## config.mk

```make
export PLATFORM = sky130hd
export DESIGN_NAME = mux4_rr_sched_flat
export DESIGN_NICKNAME = d
export VERILOG_FILES = /design/src/rtl/mux4_rr_sched_if.sv /design/src/rtl/mux4_rr_sched.sv /design/src/flat_wrapper.sv
export SDC_FILE = /design/constraint.sdc
export NUM_CORES = 1
export LEC_CHECK = 0
export CAP_MARGIN = 20
export CORE_MARGIN = 1.5
export CORE_UTILIZATION = 38
export CTS_CLUSTER_SIZE = 8
export DETAILED_ROUTE_END_ITERATION = 8
export MAX_ROUTING_LAYER = met4
export SYNTH_ARGS = -nofsm -noshare
export SYNTH_HDL_FRONTEND = slang
export SYNTH_SLANG_ARGS = --single-unit
```

## constraint.sdc

```tcl
create_clock -name clk -period 3.2 [get_ports clk]
set_input_delay 0.8 -clock clk [delete_from_list [all_inputs] [get_ports clk]]
set_output_delay 0.8 -clock clk [all_outputs]
set_load 0.02 [all_outputs]
```

## src/rtl/mux4_rr_sched_if.sv

```systemverilog
// Request/grant/select bundle between four requesters and the round-robin scheduler.
// The scheduler takes the slave side; the requester cluster takes the master side.
interface mux4_rr_sched_if;
    logic [3:0] req;
    logic [3:0] gnt;
    logic       sel_s1;
    logic       sel_s0;
    logic       busy;

    modport master (
        output req,
        input  gnt,
        input  sel_s1,
        input  sel_s0,
        input  busy
    );

    modport slave (
        input  req,
        output gnt,
        output sel_s1,
        output sel_s0,
        output busy
    );
endinterface

```

## src/rtl/mux4_rr_sched.sv

```systemverilog
// Round-robin scheduler sharing one 4:1 mux among four requesters.
// Registered one-hot grant and mux selects, with a bounded tenure per owner.
module mux4_rr_sched #(
    parameter int HOLD_MAX = 8,
    parameter int CNT_W    = 4
) (
    input  logic           clk,
    input  logic           rst,
    mux4_rr_sched_if.slave bus
);
    typedef enum logic {IDLE, GRANT} state_t;

    localparam logic [CNT_W-1:0] LAST_CNT = CNT_W'(HOLD_MAX - 1);
    localparam logic             HAS_LIM  = (HOLD_MAX != 0);

    state_t           state_q, state_d;
    logic [1:0]       owner_q, owner_d;
    logic [1:0]       ptr_q, ptr_d;
    logic [CNT_W-1:0] cnt_q, cnt_d;
    logic [3:0]       gnt_q, gnt_d;

    logic             win_ptr_ok, win_nxt_ok;
    logic [1:0]       win_ptr, win_nxt;
    logic [1:0]       ptr_nxt;
    logic             own_req, others, at_lim;

    // Returns {found, index} of the first set bit scanning upward from p.
    function automatic logic [2:0] pick(input logic [3:0] r, input logic [1:0] p);
        logic       found;
        logic [1:0] idx;
        logic [1:0] n;
        found = 1'b0;
        idx   = 2'd0;
        for (int k = 0; k < 4; k++) begin
            n = p + 2'(k);
            if (!found && r[n]) begin
                found = 1'b1;
                idx   = n;
            end
        end
        return {found, idx};
    endfunction

    assign ptr_nxt = owner_q + 2'd1;
    assign {win_ptr_ok, win_ptr} = pick(bus.req, ptr_q);
    assign {win_nxt_ok, win_nxt} = pick(bus.req, ptr_nxt);
    assign own_req = bus.req[owner_q];
    assign others  = |(bus.req & ~(4'b0001 << owner_q));
    assign at_lim  = HAS_LIM && (cnt_q == LAST_CNT);

    always_comb begin
        state_d = state_q;
        owner_d = owner_q;
        ptr_d   = ptr_q;
        cnt_d   = (cnt_q == '1) ? cnt_q : cnt_q + 1'b1;
        unique case (state_q)
            IDLE: begin
                cnt_d = '0;
                if (win_ptr_ok) begin
                    state_d = GRANT;
                    owner_d = win_ptr;
                end
            end
            GRANT: begin
                if (!own_req) begin
                    ptr_d = ptr_nxt;
                    cnt_d = '0;
                    if (win_nxt_ok) begin
                        owner_d = win_nxt;
                    end else begin
                        state_d = IDLE;
                    end
                end else if (at_lim) begin
                    cnt_d = '0;
                    if (others) begin
                        ptr_d   = ptr_nxt;
                        owner_d = win_nxt;
                    end
                end
            end
            default: state_d = IDLE;
        endcase
        gnt_d = (state_d == GRANT) ? (4'b0001 << owner_d) : 4'b0000;
    end

    // owner_q doubles as the select register and is left alone in IDLE.
    always_ff @(posedge clk) begin
        if (rst) begin
            state_q <= IDLE;
            owner_q <= 2'd0;
            ptr_q   <= 2'd0;
            cnt_q   <= '0;
            gnt_q   <= 4'b0000;
        end else begin
            state_q <= state_d;
            owner_q <= owner_d;
            ptr_q   <= ptr_d;
            cnt_q   <= cnt_d;
            gnt_q   <= gnt_d;
        end
    end

    assign bus.gnt    = gnt_q;
    assign bus.sel_s1 = owner_q[1];
    assign bus.sel_s0 = owner_q[0];
    assign bus.busy   = |gnt_q;
endmodule

```

## src/flat_wrapper.sv

```systemverilog
// flat-port wrapper written by rule: the top's interface ports become plain ports
module mux4_rr_sched_flat 
#(
    parameter int HOLD_MAX = 8,
    parameter int CNT_W    = 4
)
  (clk, rst, bus_req, bus_gnt, bus_sel_s1, bus_sel_s0, bus_busy);
  mux4_rr_sched_if bus_i ();
  input  logic clk;
  input  logic rst;
  input wire logic [$bits(bus_i.req)-1:0] bus_req;
  output wire logic [$bits(bus_i.gnt)-1:0] bus_gnt;
  output wire logic [$bits(bus_i.sel_s1)-1:0] bus_sel_s1;
  output wire logic [$bits(bus_i.sel_s0)-1:0] bus_sel_s0;
  output wire logic [$bits(bus_i.busy)-1:0] bus_busy;
  assign bus_i.req = bus_req;
  assign bus_gnt = bus_i.gnt;
  assign bus_sel_s1 = bus_i.sel_s1;
  assign bus_sel_s0 = bus_i.sel_s0;
  assign bus_busy = bus_i.busy;
  mux4_rr_sched #(.HOLD_MAX(HOLD_MAX), .CNT_W(CNT_W)) u_core (.clk(clk), .rst(rst), .bus(bus_i));
endmodule
```

Word-level counts from Yosys, hierarchy flattened
Index checks and enable logic that the tools add are counted.

Bits in registers: 13. Input bits: 6. Output and inout port bits: 7. Logic and storage cells: 100.

Add/subtract/negate cells: 8. Magnitude comparators: 9. Eq/ne operators: 5. Shift operators: 2. Mux-type cells: 51. Bitwise logic cells: 4. Reduce and logical (&&, ||, !) cells: 16.

Operators by type and width (count): $mux 2 (16); $lt 2x3->1 const B (9); $mux 1 (20); $bmux 1 s2 (9); $mux 4 (3); $add 2x2->2 const B (4); $pmux 4 s2 (1); $reduce_or 4->1 (2); $shl 1x2->4 const A (2); $add 2x1->2 const B (3); $logic_and 1x1->1 (6); $logic_not 1->1 (6); $add 4x1->4 const B (1); $and 4x4->4 (1); $eq 4x3->1 const B (1); $eq 4x4->1 const B (1); $ne 2x2->1 const B (2); $ne 4x4->1 const B (1); $not 4->4 (1); $pmux 2 s2 (1); $reduce_and 3->1 (1); $not 1->1 (2); $pmux 1 s2 (1); $reduce_or 2->1 (1).

Logic depth before layout (Yosys ltp)
Gate-level depths: netlist of the first run.

Depth after elaboration: 18. Depth in mapped cells: 10. Mapped depth without buffers: 7.

Worst setup path before layout of the first run
No wires, ideal clock.

Kind: flip-flop to flip-flop. Start: reg u_core.owner_q[0]. End: reg u_core.gnt_q[2] (netlist: u_core.bus.gnt[2]). Setup time: 0.116 ns. Arrival: 2.263 ns. Required time: 3.084 ns. Path slack: 0.821 ns. Stages on the path, launching flop included: 11. Path buffers: 3. Clock period less this slack: 2.379 ns. Cells stage by stage: dfxtp_1 buf_6 buf_2 inv_1 ha_1 clkbuf_1 a21oi_1 o21ai_0 a221oi_2 o32a_1 and4_1.

Cells in the longest elaborated chain, start to end: 18. Elaborated cells on any way between the ends: 44. Classes of those cells: add/sub: 4; shift: 2; mux: 27; bitwise: 3; reduce/logical: 8.

Ends and longest elaborated chain: start, declared (line mux4_rr_sched.sv:17) `logic [1:0] owner_q, owner_d;`; start signal, assigned (line mux4_rr_sched.sv:96) `owner_q <= owner_d;`; $add 2x1->2 * (line mux4_rr_sched.sv:44) `assign ptr_nxt = owner_q + 2'd1;`; named net u_core.ptr_nxt[0] (line mux4_rr_sched.sv:24) `logic [1:0] ptr_nxt;`; branches (longest 17 deep; another with $add 2x1->2); end signal, assigned (line mux4_rr_sched.sv:99) `gnt_q <= gnt_d;`; end, declared (line mux4_rr_sched.sv:20) `logic [3:0] gnt_q, gnt_d;`.

Mark *: on every way through the listed nets, which the timed path passes. The select of a mux whose other input is x is not followed. A chain may end at the register's enable or synchronous reset.

Worst setup path in the final report of the first run
Start: in bus_req[0]. End: reg u_core.gnt_q[2] (netlist: u_core.bus.gnt[2]).

Cells in the longest elaborated chain, start to end: 17. Elaborated cells on any way between the ends: 61. Classes of those cells: shift: 1; mux: 44; bitwise: 2; reduce/logical: 14.

Ends and longest elaborated chain: start, declared (line flat_wrapper.sv:11) `input wire logic [$bits(bus_i.req)-1:0] bus_req;`; $bmux 1 s2 (line mux4_rr_sched.sv:36) `if (!found && r[n]) begin`; $mux 1 (not written as such) (line mux4_rr_sched.sv:36); $mux 1 (line mux4_rr_sched.sv:36); $logic_not 1->1 (line mux4_rr_sched.sv:36); $logic_and 1x1->1 (line mux4_rr_sched.sv:36); $mux 1 (line mux4_rr_sched.sv:36); $logic_not 1->1 (line mux4_rr_sched.sv:36); $logic_and 1x1->1 (line mux4_rr_sched.sv:36); $mux 1 (line mux4_rr_sched.sv:36); $logic_not 1->1 (line mux4_rr_sched.sv:36); $logic_and 1x1->1 (line mux4_rr_sched.sv:36); $mux 2 or $mux 1 (tied branches) (line mux4_rr_sched.sv:36); $mux 2 or $mux 1 (tied branches) (line mux4_rr_sched.sv:75, mux4_rr_sched.sv:68); $mux 2 or $mux 1 (tied branches) (line mux4_rr_sched.sv:73, mux4_rr_sched.sv:65); $mux 2 or $pmux 1 s2 (tied branches) (line mux4_rr_sched.sv:65, mux4_rr_sched.sv:56); $pmux 2 s2 or $not 1->1 (tied branches); $shl 1x2->4 or $reduce_or 2->1 (tied branches).

Several ways; a longest one is shown, not always the timed one. The select of a mux whose other input is x is not followed.

==> results of run 1 <==
[cells in the final DEF, fill, tap and decap left out, drive strengths merged, types with 2 or more instances in the layout]
cell type      synthesis  routed
a211oi                 7       7
a21oi                 11      11
and4                   2       2
buf                    5       5
clkbuf                 2       4
clkdlybuf4s50          0      12
dfxtp                 13      13
ha                     5       5
inv                    6       6
mux2i                  4       4
nand2                  5       5
nand2b                 4       4
nand3b                 4       4
nor2                  10      10
nor2b                  5       5
nor3                   2       2
o21ai                  4       4
or3b                   2       2
or4                    2       2
[stage by stage]
stage	area (µm²)	worst slack [ps]	std cells
finish	1120	516	151
global route	1120	393	151
CTS	1120	523	151
detailed placement	1090	244	147
global placement	1090	245	147
floorplan	937	821	109
[cell type report]
class,count,area (µm²)
fillers,227,1160
multi-input cells,83,616
flip-flops and latches,13,260
repair buffers,17,158
well taps,28,35.0
clock buffers,4,26.3
inverters,6,22.5
[final timing paths]
path	startpoint	slack [ps]	to	cells after the start
hold reg to reg	u_core.cnt_q[0]$_SDFFE_PP0P_	520	u_core.cnt_q[0]$_SDFFE_PP0P_	1
setup / recovery	bus_req[0]	520	u_core.bus.gnt[2]$_SDFF_PP0_	6
setup reg to reg	u_core.owner_q[0]$_SDFF_PP0_	1050	u_core.bus.gnt[2]$_SDFF_PP0_	7
hold / removal	u_core.cnt_q[0]$_SDFFE_PP0P_	520	u_core.cnt_q[0]$_SDFFE_PP0P_	1
[where the power goes]
part,total (µW),leakage [µW],switching [µW],internal (µW)
Sequential,184,0.000107,10.1,174
Clock,98.1,0.0000150,49.9,48.2
Combinational,159,0.000296,87.9,70.8
[sequential cells by signal (all words and copies together) (netlist names)]
signal,count
u_core.bus.gnt,4
u_core.cnt_q,4
u_core.owner_q,2
u_core.ptr_q,2
u_core.state_q,1
[logic make-up (layout without fill, tap and decap cells)]
family / Yosys count / in the layout
flops: 13 / 13
compound gates: 32 / 32
mux: 5 / 5
buf+inv: 13 / 27
fa+ha+maj: 5 / 5
simple gates: 40 / 40
xor+xnor: 1 / 1
[metal layers]
| layer | routed length, µm | vias up | global-route usage (%) |
|---|---|---|---|
| met5 | 0 | - | - |
| met4 | 14 | 0 | 5.13 |
| met3 | 71 | 2 | 2.57 |
| met2 | 976 | 16 | 27.7 |
| met1 | 1050 | 408 | 21.0 |
| li1 | - | 429 | - |
==> out/results.txt, run 1 <==
core area = 2280 µm²
DR vias/cell = 5.66
xor and xnor area share after synthesis = 0.935%
top cell type's share of synthesized area = 27.8%
Area Growth Syn to Fin = 19.2%
final cell utilization of the core = 49.1%
final count of pins violating max slew = 0
Post-CTS Resized = 0
post-synthesis mux area share = 6.68%
clock sinks = 13
final setup violation count = 0
Most used DFF post-synth = dfxtp_1
DP Wirelength = 1580 µm
Distinct cells, synth = 38
most numerous cell in the Yosys netlist = dfxtp_1
dominant cell type by area after synthesis = dfxtp_1
number of cells produced by synthesis = 109
Worst-Skew Late Latency = 270 ps
TritonCTS buffer count = 3
antenna viol nets, final = 0
asr flop ratio synth = 0%
Critical Path Start Type = primary input
Critical Path, Cell by Cell = clkdlybuf4s50_1 -> nor2b_1 -> o41ai_4 -> a21oi_2 -> a211oi_2 -> and4_1
top post-synthesis cells by area = dfxtp_1 (28%), ha_1 (6.7%), a21oi_1 (5.3%)
fin crit period = 2680 ps
Post-CTS Hold Fix Bufs = 0
Leak Pwr = 0.000417 µW
CP max stage delay = 540 ps
first-pass GRT wire length = 3400 µm
vias = 855
post-synthesis compound-gate area fraction = 26.7%
drt drc = 0
Req. time, crit path = 3410 ps
synthesized area per cell = 8.60 µm²
# diodes = 0
synth cell count leaders = dfxtp_1 (13), a21oi_1 (10), nor2_1 (10), a211oi_1 (6), inv_1 (6)
Placer Congestion = 0.829
CP Capture Type = register
initial core utilization = 41.2%
1st-iter DRT viols = 21
worst vdd ir = 0.000272 V
Worst-path clk slew = 80 ps
WL/cell = 14.0 µm
final hold viol count = 0
hold_ws = 517 ps
CTS H-tree lvls = 1
outcome = complete, no violations
setup TNS = 0 ps
# port buffers = 12
sequential-to-total area share from yosys stat = 27.8%
crit-path max FO = 9
pin count of the biggest net entering global routing = 18
family with the most delay on the worst path = compound AO/OA/AOI/OAI gates
mapped cell area = 937 µm²
number of global-route vias before repair = 779
total number of yosys warnings = 0
initial antenna violation count = 0
normalized max-slew margin = 67.3%
worst slew pin tran = 478 ps
Adder-Cell Fraction of Synth Area = 6.68%
final wirelength = 2120 µm
Final period util = 83.9%
Setup CP Type = in2reg
skew final = 2.92 ps
1st-pass router iterations = 4
WP data arrival = 2900 ps
Synth Register Bits = 13
Top-Level Pins = 13
row cnt = 17
die area = 2770 µm²
Post-synth EDFFs = 0
Max Cap Viol = 0
main combinational cell family by area after synthesis = compound AO/OA/AOI/OAI gates
Pwr Total = 441 µW
post-synthesis net count = 120
grt ovf = 0
Slowest-stage cell, CP = clkdlybuf4s50_1
CTS root buf = clkbuf_4
Hold Crit Class = reg2reg
Die Y = 52.7 µm
CTS tree = done
share of cells above drive strength 1 = 11.4%
simple-gate share of the synthesized area = 24.7%
CP Buf/Inv Count = 1
die width = 52.7 µm
total global-route track usage = 16.8%
pwr/cell area = 395 nW/µm²
Max Fclk = 373 MHz
postcts setup bufs = 0
Max clock buf depth = 2
nets = 135
RSZ-0062 raised after global routing = no
No activity file was read; power rests on OpenSTA's default activity.
==> run 2: changes to the inputs <==
==> constraint.sdc (replaced) <==
create_clock -name clk -period 2.52 [get_ports clk]
set_input_delay 0.63 -clock clk [delete_from_list [all_inputs] [get_ports clk]]
set_output_delay 0.63 -clock clk [all_outputs]
set_load 0.02 [all_outputs]
==> out/results.txt, run 2 (same netlist as run 1, synthesis figures left out) <==
outcome = complete, no violations
Hold Crit Class = reg2reg
clock sinks = 13
most common cell after layout, fill and taps aside = buf_4
nets = 146
WP data arrival = 2550 ps
skew final = 2.66 ps
Pwr Total = 582 µW
initial core utilization = 41.2%
Seq pwr share = 41.1%
Critical Path, Cell by Cell = clkdlybuf4s50_1 -> buf_4 -> or4_1 -> o21ai_0 -> o32ai_2 -> and4_1
DR vias/cell = 5.56
CTS H-tree lvls = 1
fin crit period = 2400 ps
CP Buf/Inv Count = 2
row cnt = 17
Final period util = 95.3%
die area = 2770 µm²
Layout fillers = 223
Worst Slack Setup Final = 118 ps
Critical Path Start Type = primary input
most frequent cells in the layout = buf_4 (16), dfxtp_1 (13), clkdlybuf4s50_1 (12)
total global-route track usage = 17.9%
Hold Path Cell Cnt = 1
Setup CP Type = in2reg
core area = 2280 µm²
sw power = 193 µW
CP max stage delay = 600 ps
worst vdd ir = 0.000438 V
normalized max-slew margin = 71.3%
final hold viol count = 0
Max clock buf depth = 2
family with the most delay on the worst path = simple AND/OR/NAND/NOR gates
pre-CTS setup slack = -253 ps
Max Cap Viol = 0
Area Growth Syn to Fin = 29.5%
CP Capture Type = register
FF-to-FF Start = u_core.owner_q[0]$_SDFF_PP0_
die width = 52.7 µm
Clk pwr share = 20.5%
initial antenna violation count = 0
1st-pass router iterations = 4
drt drc = 0
Max Fclk = 416 MHz
number of global-route vias before repair = 868
vias = 900
r2r setup slk = 290 ps
Crit Reg-Reg Endpoint = u_core.bus.gnt[1]$_SDFF_PP0_
combinational share of power = 38.4%
final setup violation count = 0
share of cells above drive strength 1 = 20.1%
postcts setup bufs = 0
first-pass GRT wire length = 3680 µm
pwr/cell area = 479 nW/µm²
FF-to-FF path depth = 6
DP Wirelength = 1670 µm
Hold EP = u_core.cnt_q[0]$_SDFFE_PP0P_
Sw Ratio = 33.1%
crit-path max FO = 11
Req. time, crit path = 2670 ps
Die Y = 52.7 µm
CTS root buf = clkbuf_4
Placed Area = 1170 µm²
final count of pins violating max slew = 0
worst slew pin tran = 430 ps
pin count of the biggest net entering global routing = 13
Design Area, Final = 1210 µm²
hold_ws = 517 ps
Int Power = 389 µW
antenna viol nets, final = 0
CTS tree = done
Top-Level Pins = 13
TritonCTS buffer count = 3
Worst-Skew Late Latency = 260 ps
final wirelength = 2230 µm
Slowest-stage cell, CP = or4_1
origin of the worst min-delay path = u_core.cnt_q[0]$_SDFFE_PP0P_
# diodes = 0
WL/cell = 13.8 µm
# port buffers = 12
Leak Pwr = 0.000473 µW
1st-iter DRT viols = 15
Placer Congestion = 0.853
setup TNS = 0 ps
grt ovf = 0
Worst-path clk slew = 70 ps
-- run 2: cell types whose count changed in the layout (fill, tap and decap cells not counted) --
cell,previous run,this run
buf_4,5,16
a2111oi_2,0,1
o32ai_1,1,0
o32ai_2,0,1
a2111oi_0,1,0
-- run 2: metal layers --
metal  GRT usage, %  part of all wire, %  vias up
met4           5.98                 0.94        0
met1           22.9                   47      421
li1               -                    -      456
met2           28.7                   48       19
met3           2.86                  3.3        4
met5              -                    0        -
-- run 2: metrics by stage --
step                util, %  std cells
finish                 53.3        162
global route           53.3        162
CTS                    52.8        162
detailed placement     51.6        158
global placement       51.6        158
floorplan                 -        109
-- run 2: layout make-up --
class	instances	area (µm²)	area share (%)
Sequential cell	13	260	21.4
Inverter	6	22.5	1.86
Clock buffer	4	26.3	2.16
Multi-Input combinational cell	83	629	51.9
Tap cell	28	35.0	2.89
Timing Repair Buffer	28	240	19.8
-- run 2: repair_timing --
item,CTS,global route
pin swaps,0,0
hold buffers,0,0
resized for setup,1,2
setup endpoints to repair,2,3
-- run 2: power by group through the flow --
stage               Clock, µW  Sequential (µW)  Combinational (µW)
floorplan                   0              250                 124
global placement            0              242                 216
detailed placement          0              243                 216
CTS                       125              238                 219
global route              136              241                 242
finish                    119              239                 223
-- run 2: worst max path at each step --
stage                                       startpoint                            to  cells past startpoint
final                                       bus_req[0]  u_core.bus.gnt[0]$_SDFF_PP0_                      6
after detailed placement                    bus_req[2]  u_core.bus.gnt[3]$_SDFF_PP0_                      8
after floorplan           u_core.owner_q[0]$_SDFF_PP0_  u_core.bus.gnt[2]$_SDFF_PP0_                     10
after global routing                        bus_req[1]  u_core.bus.gnt[3]$_SDFF_PP0_                      6
after CTS                                   bus_req[2]  u_core.bus.gnt[0]$_SDFF_PP0_                      7
after global placement                      bus_req[2]  u_core.bus.gnt[3]$_SDFF_PP0_                      8
==> run 3: changes to the inputs <==
--- a/config.mk
+++ b/config.mk
@@ -11,6 +11,7 @@
 export CTS_CLUSTER_SIZE = 8
 export DETAILED_ROUTE_END_ITERATION = 8
 export MAX_ROUTING_LAYER = met4
+export REMOVE_ABC_BUFFERS = 1
 export SYNTH_ARGS = -nofsm -noshare
 export SYNTH_HDL_FRONTEND = slang
 export SYNTH_SLANG_ARGS = --single-unit
==> out/results.txt, run 3 (same netlist as run 1, synthesis figures left out) <==
pin count of the biggest net entering global routing = 15
Post-CTS Resized = 0
grt ovf = 0
RSZ-0062 raised after global routing = no
CTS tree = done
fin crit period = 2330 ps
normalized max-slew margin = 67.3%
Max Fclk = 430 MHz
final wirelength = 2120 µm
CP max stage delay = 470 ps
Crit Reg-Reg Endpoint = u_core.bus.gnt[0]$_SDFF_PP0_
share of cells above drive strength 1 = 16.8%
Stages on worst setup path = 6
skew final = 3.42 ps
antenna viol nets, final = 0
Req. time, crit path = 2730 ps
Critical Path, Cell by Cell = clkdlybuf4s50_1 -> nor2b_1 -> o41ai_4 -> a221oi_2 -> o32ai_1 -> and4_1
Critical Path Source = bus_req[1]
worst vdd ir = 0.000315 V
first-pass GRT wire length = 3710 µm
final setup violation count = 0
CP Buf/Inv Count = 1
nets = 143
WL/cell = 13.3 µm
crit-path max FO = 5
final count of pins violating max slew = 0
Setup CP Type = in2reg
pre-CTS setup slack = -72.8 ps
pwr/cell area = 483 nW/µm²
Slowest-stage cell, CP = clkdlybuf4s50_1
die area = 2770 µm²
worst slew pin tran = 478 ps
Layout fillers = 214
1st-iter DRT viols = 15
# port buffers = 12
outcome = complete, no violations
CTS root buf = clkbuf_4
Max clock buf depth = 2
1st-pass router iterations = 4
number of global-route vias before repair = 848
Pwr Total = 568 µW
Max Cap Viol = 0
WP data arrival = 2540 ps
Hold Crit Class = reg2reg
clock sinks = 13
FF-to-FF path depth = 7
CP Capture Type = register
CTS H-tree lvls = 1
most frequent cells in the layout = buf_4 (13), dfxtp_1 (13), clkdlybuf4s50_1 (12)
initial core utilization = 41.2%
drt drc = 0
Critical Path Start Type = primary input
row cnt = 17
FF-to-FF Start = u_core.owner_q[0]$_SDFF_PP0_
Post-CTS Hold Fix Bufs = 0
TritonCTS buffer count = 3
Leak Pwr = 0.000455 µW
vias = 882
DP Wirelength = 1610 µm
r2r setup slk = 320 ps
family with the most delay on the worst path = compound AO/OA/AOI/OAI gates
total global-route track usage = 18.0%
Placer Congestion = 0.875
Die Y = 52.7 µm
Top-Level Pins = 13
Worst-path clk slew = 70 ps
final hold viol count = 0
crit path to = u_core.bus.gnt[0]$_SDFF_PP0_
Final period util = 92.3%
# diodes = 0
Area Growth Syn to Fin = 25.6%
DR vias/cell = 5.55
core area = 2280 µm²
initial antenna violation count = 0
postcts setup bufs = 0
Worst-Skew Late Latency = 270 ps
Worst Slack Setup Final = 194 ps
die width = 52.7 µm
## run 3: cell types whose count changed in the layout (fill, tap and decap cells not counted), sizes merged
cell  change
buf       -3
## run 3: layer usage
| metal | GRT usage (%) | part of all wire, % |
|---|---|---|
| met5 | - | 0 |
| met4 | 6.84 | 0.57 |
| met3 | 3.43 | 4.0 |
| met1 | 21.9 | 47 |
| met2 | 29.6 | 48 |
## run 3: final cells by class
| cell class | instances | area (µm²) | share of cell area, % |
|---|---|---|---|
| multi-input combinational | 83 | 616 | 52.3 |
| sequential | 13 | 260 | 22.1 |
| timing repair buffer | 25 | 218 | 18.5 |
| tap | 28 | 35.0 | 2.98 |
| clock buffer | 4 | 26.3 | 2.23 |
| inverter | 6 | 22.5 | 1.91 |
## run 3: per-stage QoR
| step | hold WS, ps | std cells | cell area [µm²] | utilization, % | setup TNS [ps] |
|---|---|---|---|---|---|
| after global routing | 549 | 159 | 1180 | 51.7 | 0 |
| final | 517 | 159 | 1180 | 51.7 | 0 |
| after global placement | 491 | 155 | 1150 | 50.6 | -180 |
| after detailed placement | 504 | 155 | 1150 | 50.6 | -199 |
| after floorplan | 466 | 102 | 898 | - | 0 |
| after CTS | 514 | 159 | 1180 | 51.7 | 0 |
## run 3: worst reg2reg max path, stage by stage, from the launching register on
cell,delay (ps)
dfxtp_1,430
inv_1,110
ha_1,510
a21oi_1,110
o21ai_0,220
a221oi_2,100
o32ai_1,420
and4_1,240
## run 3: worst min-delay path by stage
stage	startpoint	endpoint	cells after the start
after floorplan	u_core.cnt_q[0]$_SDFFE_PP0P_	u_core.cnt_q[0]$_SDFFE_PP0P_	1
after global placement	u_core.cnt_q[0]$_SDFFE_PP0P_	u_core.cnt_q[0]$_SDFFE_PP0P_	1
after detailed placement	u_core.ptr_q[0]$_SDFFE_PP0P_	u_core.ptr_q[0]$_SDFFE_PP0P_	2
after CTS	u_core.ptr_q[0]$_SDFFE_PP0P_	u_core.ptr_q[0]$_SDFFE_PP0P_	2
after global routing	u_core.ptr_q[0]$_SDFFE_PP0P_	u_core.ptr_q[0]$_SDFFE_PP0P_	2
final	u_core.ptr_q[0]$_SDFFE_PP0P_	u_core.ptr_q[0]$_SDFFE_PP0P_	2
## run 3: power by group
part / switching, µW / total (µW) / internal [µW]
Combinational: 112 / 211 / 98.9
Sequential: 14.1 / 235 / 221
Clock: 60.8 / 122 / 61.2
Total: 187 / 568 / 381
